`src/rtl/writeback_regfile.sv`:
```
// writeback_regfile: MIPS write-back stage plus 32x32 general-purpose register file.
// Selects the write-back value and commits it to the array. Serves two decode
// read ports that see a same-cycle write through a bypass. Also latches the
// pipeline halt, provides a registered debug read port and counts retired slots.
module writeback_regfile #(
  parameter int NB_DATA = 32,
  parameter int N_REGS  = 32,
  parameter int NB_ADDR = 5
) (
  input  logic               clk,
  input  logic               rst,
  input  logic               i_step,
  input  logic [NB_DATA-1:0] i_mem_data,
  input  logic [NB_DATA-1:0] i_alu_res,
  input  logic [NB_DATA-1:0] i_pc_to_reg,
  input  logic [NB_ADDR-1:0] i_addr_reg_dst,
  input  logic               is_RegWrite,
  input  logic               is_MemtoReg,
  input  logic               is_write_pc,
  input  logic               is_stop_pipe,
  input  logic [NB_ADDR-1:0] i_rs_addr,
  input  logic [NB_ADDR-1:0] i_rt_addr,
  output logic [NB_DATA-1:0] o_rs_data,
  output logic [NB_DATA-1:0] o_rt_data,
  input  logic [NB_ADDR-1:0] i_dbg_addr,
  output logic [NB_DATA-1:0] o_dbg_data,
  output logic [NB_DATA-1:0] o_wb_data,
  output logic               os_halted,
  output logic [31:0]        o_retired_count
);

  localparam logic [NB_ADDR-1:0] ADDR_ZERO = {NB_ADDR{1'b0}};
  localparam logic [NB_DATA-1:0] DATA_ZERO = {NB_DATA{1'b0}};

  logic [NB_DATA-1:0] regs_r [N_REGS];
  logic               halted_r;
  logic [31:0]        count_r;
  logic [NB_DATA-1:0] dbg_r;

  logic [NB_DATA-1:0] wb_data_s;
  logic [NB_DATA-1:0] rs_data_s;
  logic [NB_DATA-1:0] rt_data_s;
  logic               we_s;
  logic               advance_s;

  // Write-back source select: link address has priority over load data over ALU result.
  always_comb begin
    wb_data_s = i_alu_res;
    if (is_write_pc) begin
      wb_data_s = i_pc_to_reg;
    end else if (is_MemtoReg) begin
      wb_data_s = i_mem_data;
    end else begin
      wb_data_s = i_alu_res;
    end
  end

  // Slot advance and commit enable; r0 is never written and a halted pipe is frozen.
  always_comb begin
    advance_s = rst & i_step & ~halted_r;
    we_s      = advance_s & is_RegWrite & (i_addr_reg_dst != ADDR_ZERO);
  end

  // Decode read ports: r0 reads zero, a same-cycle write to the address is bypassed.
  always_comb begin
    rs_data_s = DATA_ZERO;
    rt_data_s = DATA_ZERO;
    if (i_rs_addr == ADDR_ZERO) begin
      rs_data_s = DATA_ZERO;
    end else if (we_s && (i_rs_addr == i_addr_reg_dst)) begin
      rs_data_s = wb_data_s;
    end else begin
      rs_data_s = regs_r[i_rs_addr];
    end
    if (i_rt_addr == ADDR_ZERO) begin
      rt_data_s = DATA_ZERO;
    end else if (we_s && (i_rt_addr == i_addr_reg_dst)) begin
      rt_data_s = wb_data_s;
    end else begin
      rt_data_s = regs_r[i_rt_addr];
    end
  end

  // Register array: cleared on reset, one write per enabled slot.
  always_ff @(posedge clk) begin
    if (!rst) begin
      for (int i = 0; i < N_REGS; i++) begin
        regs_r[i] <= DATA_ZERO;
      end
    end else if (we_s) begin
      regs_r[i_addr_reg_dst] <= wb_data_s;
    end
  end

  // Halt latch and retired-slot counter; the stop slot itself is counted.
  always_ff @(posedge clk) begin
    if (!rst) begin
      halted_r <= 1'b0;
      count_r  <= 32'd0;
    end else if (advance_s) begin
      count_r <= count_r + 32'd1;
      if (is_stop_pipe) begin
        halted_r <= 1'b1;
      end
    end
  end

  // Debug read: samples the array before this edge's write, no bypass, ignores step/halt.
  always_ff @(posedge clk) begin
    if (!rst) begin
      dbg_r <= DATA_ZERO;
    end else if (i_dbg_addr == ADDR_ZERO) begin
      dbg_r <= DATA_ZERO;
    end else begin
      dbg_r <= regs_r[i_dbg_addr];
    end
  end

  assign o_wb_data       = wb_data_s;
  assign o_rs_data       = rs_data_s;
  assign o_rt_data       = rt_data_s;
  assign o_dbg_data      = dbg_r;
  assign os_halted       = halted_r;
  assign o_retired_count = count_r;

endmodule

```
`config.mk`:
```
export PLATFORM = sky130hd
export DESIGN_NAME = writeback_regfile
export DESIGN_NICKNAME = d
export VERILOG_FILES = /design/src/rtl/writeback_regfile.sv
export SDC_FILE = /design/constraint.sdc
export NUM_CORES = 2
export LEC_CHECK = 0
export BUFFER_PORTS_ARGS = -buffer_cell sky130_fd_sc_hd__buf_2
export CELL_PAD_IN_SITES_DETAIL_PLACEMENT = 1
export CELL_PAD_IN_SITES_GLOBAL_PLACEMENT = 1
export CORE_UTILIZATION = 45
export CTS_BUF_LIST = sky130_fd_sc_hd__clkbuf_2 sky130_fd_sc_hd__clkbuf_4 sky130_fd_sc_hd__clkbuf_8
export DETAILED_ROUTE_END_ITERATION = 10
export GPL_ROUTABILITY_DRIVEN = 0
export GPL_TIMING_DRIVEN = 1
export PLACE_DENSITY = 0.72
export SETUP_SLACK_MARGIN = 0.02
export SLEW_MARGIN = 20
export SYNTH_ARGS = -nofsm -noshare
export SYNTH_HDL_FRONTEND = slang
export SYNTH_SLANG_ARGS = --single-unit
```
`constraint.sdc`:
```
create_clock -name clk -period 3.81 [get_ports clk]
set_input_delay 0.762 -clock clk [delete_from_list [all_inputs] [get_ports clk]]
set_output_delay 0.762 -clock clk [all_outputs]
set_load 0.01 [all_outputs]
```
-- Yosys cells after proc, flatten, opt, wreduce, memory -nomap -nowiden
Memory sizes are Yosys's and may differ from the RTL's. A register that Yosys moved wholly into a read port is not among the register bits.
Cells that the tools add are included.
- reduce and logical (&&, ||, !) cells: 9
- equal/unequal tests: 2
- bitwise logic cells: 6
- muxes and demuxes: 13
- $add $sub $neg: 1
- operator list (cell ; count):
    $mux 32 ; 7
    $add 32x1->32 const B ; 1
    $reduce_or 32->1 ; 1
    $logic_not 5->1 ; 3
    $eq 5x5->1 ; 2
    $mux 1 ; 5
    $mux 5 ; 1
    $reduce_bool 5->1 ; 1
    $and 1x1->1 ; 4
    $logic_and 1x1->1 ; 2
    $not 1->1 ; 2
    $reduce_and 2->1 ; 1
    $reduce_or 2->1 ; 1
- memories: 1
- bits in writable memories: 1024
- register bits: 33
- output and inout bits: 161
- input bits: 123
- memory list (memory ; depth ; bits a word ; read ports ; clocked after Yosys merged registers in ; write ports ; RTL line ; RTL):
    regs_r ; 32 ; 32 ; 3 ; 1 ; 32 ; 35 ; logic [NB_DATA-1:0] regs_r [N_REGS];

-- Longest topological paths before layout
- depth after elaboration: 9
- depth in mapped cells: 11

-- Worst setup path before layout
No wires, ideal clock.
- kind: input to output
- from: input i_rs_addr[1]
- to: output o_rs_data[22]
- data required time: 3048 ps
- data arrival time: 2559 ps
- stages on the path: 6
- path slack: 489 ps
- cells stage by stage: buf_2 -> buf_4 -> buf_1 -> mux4_2 -> mux4_2 -> a211o_1
- cells in the longest elaborated chain, start to end: 4
- elaborated cells on any way between the ends: 6
- classes of those cells: 1 x eq/ne; 2 x mux; 2 x reduce/logical; 1 x memory
- ends and longest elaborated chain (element ; RTL line ; RTL):
    start, declared ; 21 ; input logic [NB_ADDR-1:0] i_rs_addr,
    branches (longest 3 deep; another with $mem_v2 32x32) ; n/a ;
    $mux 32 * ; 68 ; if (i_rs_addr == ADDR_ZERO) begin
    end, declared ; 23 ; output logic [NB_DATA-1:0] o_rs_data,
Mark *: on every way between the ends.

-- Worst setup path after layout
- from: input i_rs_addr[1]
- to: output o_rs_data[6]
The elaborated chain is that of the path after synthesis.

==> results.md <==
* Status: complete, but fails checks
* Violated checks: setup timing
* Vias/cell at 7.475
* Top Ports at 284
* Dpl ws at -590.9 ps
* Net Sw Frac at 30.27%
* Max Cap Violations at 0
* Top FF cell, synth: edfxtp_1
* Port buffer count at 283
* Rel. slew slack at 23.93%
* WL per Instance at 41.69 um
* DR vias at 56813
* Worst-path clk slew at 60 ps
* Fraction of layout cells with a size suffix above 1 at 34.31%
* 1st-pass router iterations at 6
* Final critical-path share of the clock period at 106.6%
* # setup viols final at 61
* TritonCTS clock tree: done
* Initial DRC count at 10919
* Register area share after synthesis at 49.91%
* FP Rows at 138
* Crit Path Max Fanout at 19
* Ys async rst share at 0%
* Post-route ant nets at 0
* P_int at 21.38 mW
* Peak Freq at 0.2463 GHz
* Total power per unit cell area at 396.9 nW/um^2
* Vias in the first global route at 56297
* HP Class: input port to flip-flop
* Register-to-register setup slack at 430 ps
* Flop pwr share at 44.7%
* Worst-Skew Late Latency at 950 ps
* Starting Density at 45.36%
* Nets at 5657
* Crit. End Element: output pin
* Number of fill cells at 14122
* Die Footprint at 144200 sq um
* Clock skew at 42.74 ps
* Final hold vios at 0
* Hold_ws at 159.3 ps
* GRT Total Usage at 42.94%
* EDFF count, synth at 1024
* Area growth from synthesis to layout at 20.32%
* VDD IR max at 0.0002965 V
* Synth Register Bits at 1089
* Worst path max stage delay at 610 ps
* LEAKAGE at 29.84 nW
* Startpoint types: input port
* Cell area after synthesis at 64220 sq um
* RSZ-0062 raised after global routing: true
* WS Path Type: input port to output pin
* Die Y at 379.8 um
* Largest net degree at the start of global routing at 71
* Clock Sink Count at 1089
* CP Data Required Time at 3050 ps
* Number of buffers created by CTS at 193
* Clock power frac at 36.9%
* Most frequent cells in the layout: nor2_1 (1129), edfxtp_1 (1024), mux4_2 (570), mux2i_1 (551), buf_4 (411)
* Comb pwr share at 18.4%
* Worst slew pin tran at 1132 ps
* Root Buffer: clkbuf_8
* Critical Path AT at 3300 ps
* Most common cell after layout, fill and taps aside: nor2_1
* TNS Setup at -6588 ps
* Net Switching at 9.284 mW
* Period minus WS final at 4060 ps
* Cells after synthesis at 5003
* Drt total wl at 316800 um
* CTS max path bufs at 3
* Ys Warns at 0
* Core area at 141600 sq um
* DP HPWL at 195900 um
* Critical Path Slowest Stage Cell: o21ai_1
* Max-slew violations at 0
* Critical path, cell by cell: buf_8, nor2_2, buf_4, a221oi_1, o21ai_1, a21oi_1, a221o_1, buf_2
* Final Cell Area at 77270 sq um
* GRT overflow at 0
* Cell variety after synth at 65
* # DRC at 0
* First-pass GRT wire length at 433700 um
* Final setup margin at -250.2 ps
* Placed Area at 71490 sq um
* Die X at 379.8 um
* Mapped Avg Cell Area at 12.84 sq um
* Initial antenna violation count at 17
* CTS H-tree lvls at 4
critical path: cells and delay by family:
kind,cells,cell delay [ps]
compound gates,4,1280
buf+inv,3,660
simple gates,1,550
cell usage after synthesis (14+ instances only):
master,instances,area [sq um]
nor2_1,1133,4253
edfxtp_1,1024,30750
mux4_2,570,12840
mux2i_1,551,5515
clkbuf_1,363,1363
a21oi_1,162,810.8
nand2_1,139,521.8
o221ai_1,129,1130
buf_2,104,520.5
a221oi_1,88,770.7
o22ai_1,66,412.9
dfxtp_1,65,1301
o21ai_0,61,305.3
a22oi_1,49,367.9
nand3_1,47,235.2
nor3_1,46,230.2
inv_1,45,168.9
buf_4,38,285.3
a211oi_1,37,277.8
buf_1,27,101.4
a211o_1,25,219.0
xnor2_1,23,201.4
nor2b_1,22,137.6
and2_1,19,118.9
a221o_1,18,180.2
o21a_1,14,105.1
per-layer routing:
metal / wire length, um / GRT usage (%) / vias up
met4: 27660 / 31.54 / 18
met5: 246 / 0 / -
met1: 103500 / 53.52 / 28666
li1: - / - / 20632
met3: 52440 / 16.23 / 1500
met2: 133000 / 60.87 / 5997
state kept, by name (all words and copies together), names as in the netlist:
signal	cells
o_dbg_data	32
o_retired_count	32
regs_r	1024
os_halted	1
power groups by stage:
stage                     Clock [mW]  Combinational [mW]  Sequential, mW
final                           11.3                5.65            13.7
after global routing            11.7                5.65            13.7
after CTS                       11.3                5.30            13.7
after detailed placement           0                5.11            13.9
after global placement             0                5.03            13.9
after floorplan                    0                2.70            13.8
cell type report:
cell class | count | area, sq um | share of cell area [%]
clock inverters | 89 | 480.5 | 0.6218
inverters | 48 | 186.4 | 0.2413
diodes | 9 | 22.52 | 0.02915
clock buffers | 274 | 3390 | 4.386
flip-flops and latches | 1089 | 32050 | 41.48
multi-input cells | 3359 | 31110 | 40.25
repair buffers | 842 | 7671 | 9.927
well taps | 1890 | 2365 | 3.060
timing repair:
action | 4_1_cts | 5_1_grt
cloned | 0 | 3
hold endpoints to repair | 1 | 0
pin swaps | 49 | 34
hold buffers | 1 | 0
setup endpoints to repair | 64 | 64
resized for setup | 205 | 56
buffers inserted | 33 | 37
kinds of logic after synthesis:
kind of cell	after synthesis	share of synthesized area, %
compound gates	707	7.898
fa+ha+maj	1	0.01948
buf+inv	586	3.920
xor+xnor	32	0.4364
flops	1089	49.91
mux	1122	28.59
other cells	1	0.005839
simple gates	1465	9.221
final timing paths:
| kind | from | end | cells past startpoint |
|---|---|---|---|
| min reg2reg | o_retired_count[30] | o_retired_count[30] | 2 |
| max reg2reg | os_halted | regs_r[4][13] | 10 |
| max | i_rs_addr[1] | o_rs_data[6] | 8 |
| min | i_step | os_halted | 4 |
stage by stage:
| stage | std cells | power [mW] | util, % |
|---|---|---|---|
| 2_1_floorplan | 5034 | 16.53 | - |
| 3_3_place_gp | 7163 | 18.91 | 50.49 |
| 3_5_place_dp | 7163 | 19.03 | 50.49 |
| 4_1_cts | 7554 | 30.27 | 54.14 |
| 5_1_grt | 7594 | 31.11 | 54.57 |
| 6_report | 7600 | 30.67 | 54.58 |
Note: power is estimated with default switching activity, not from simulation.
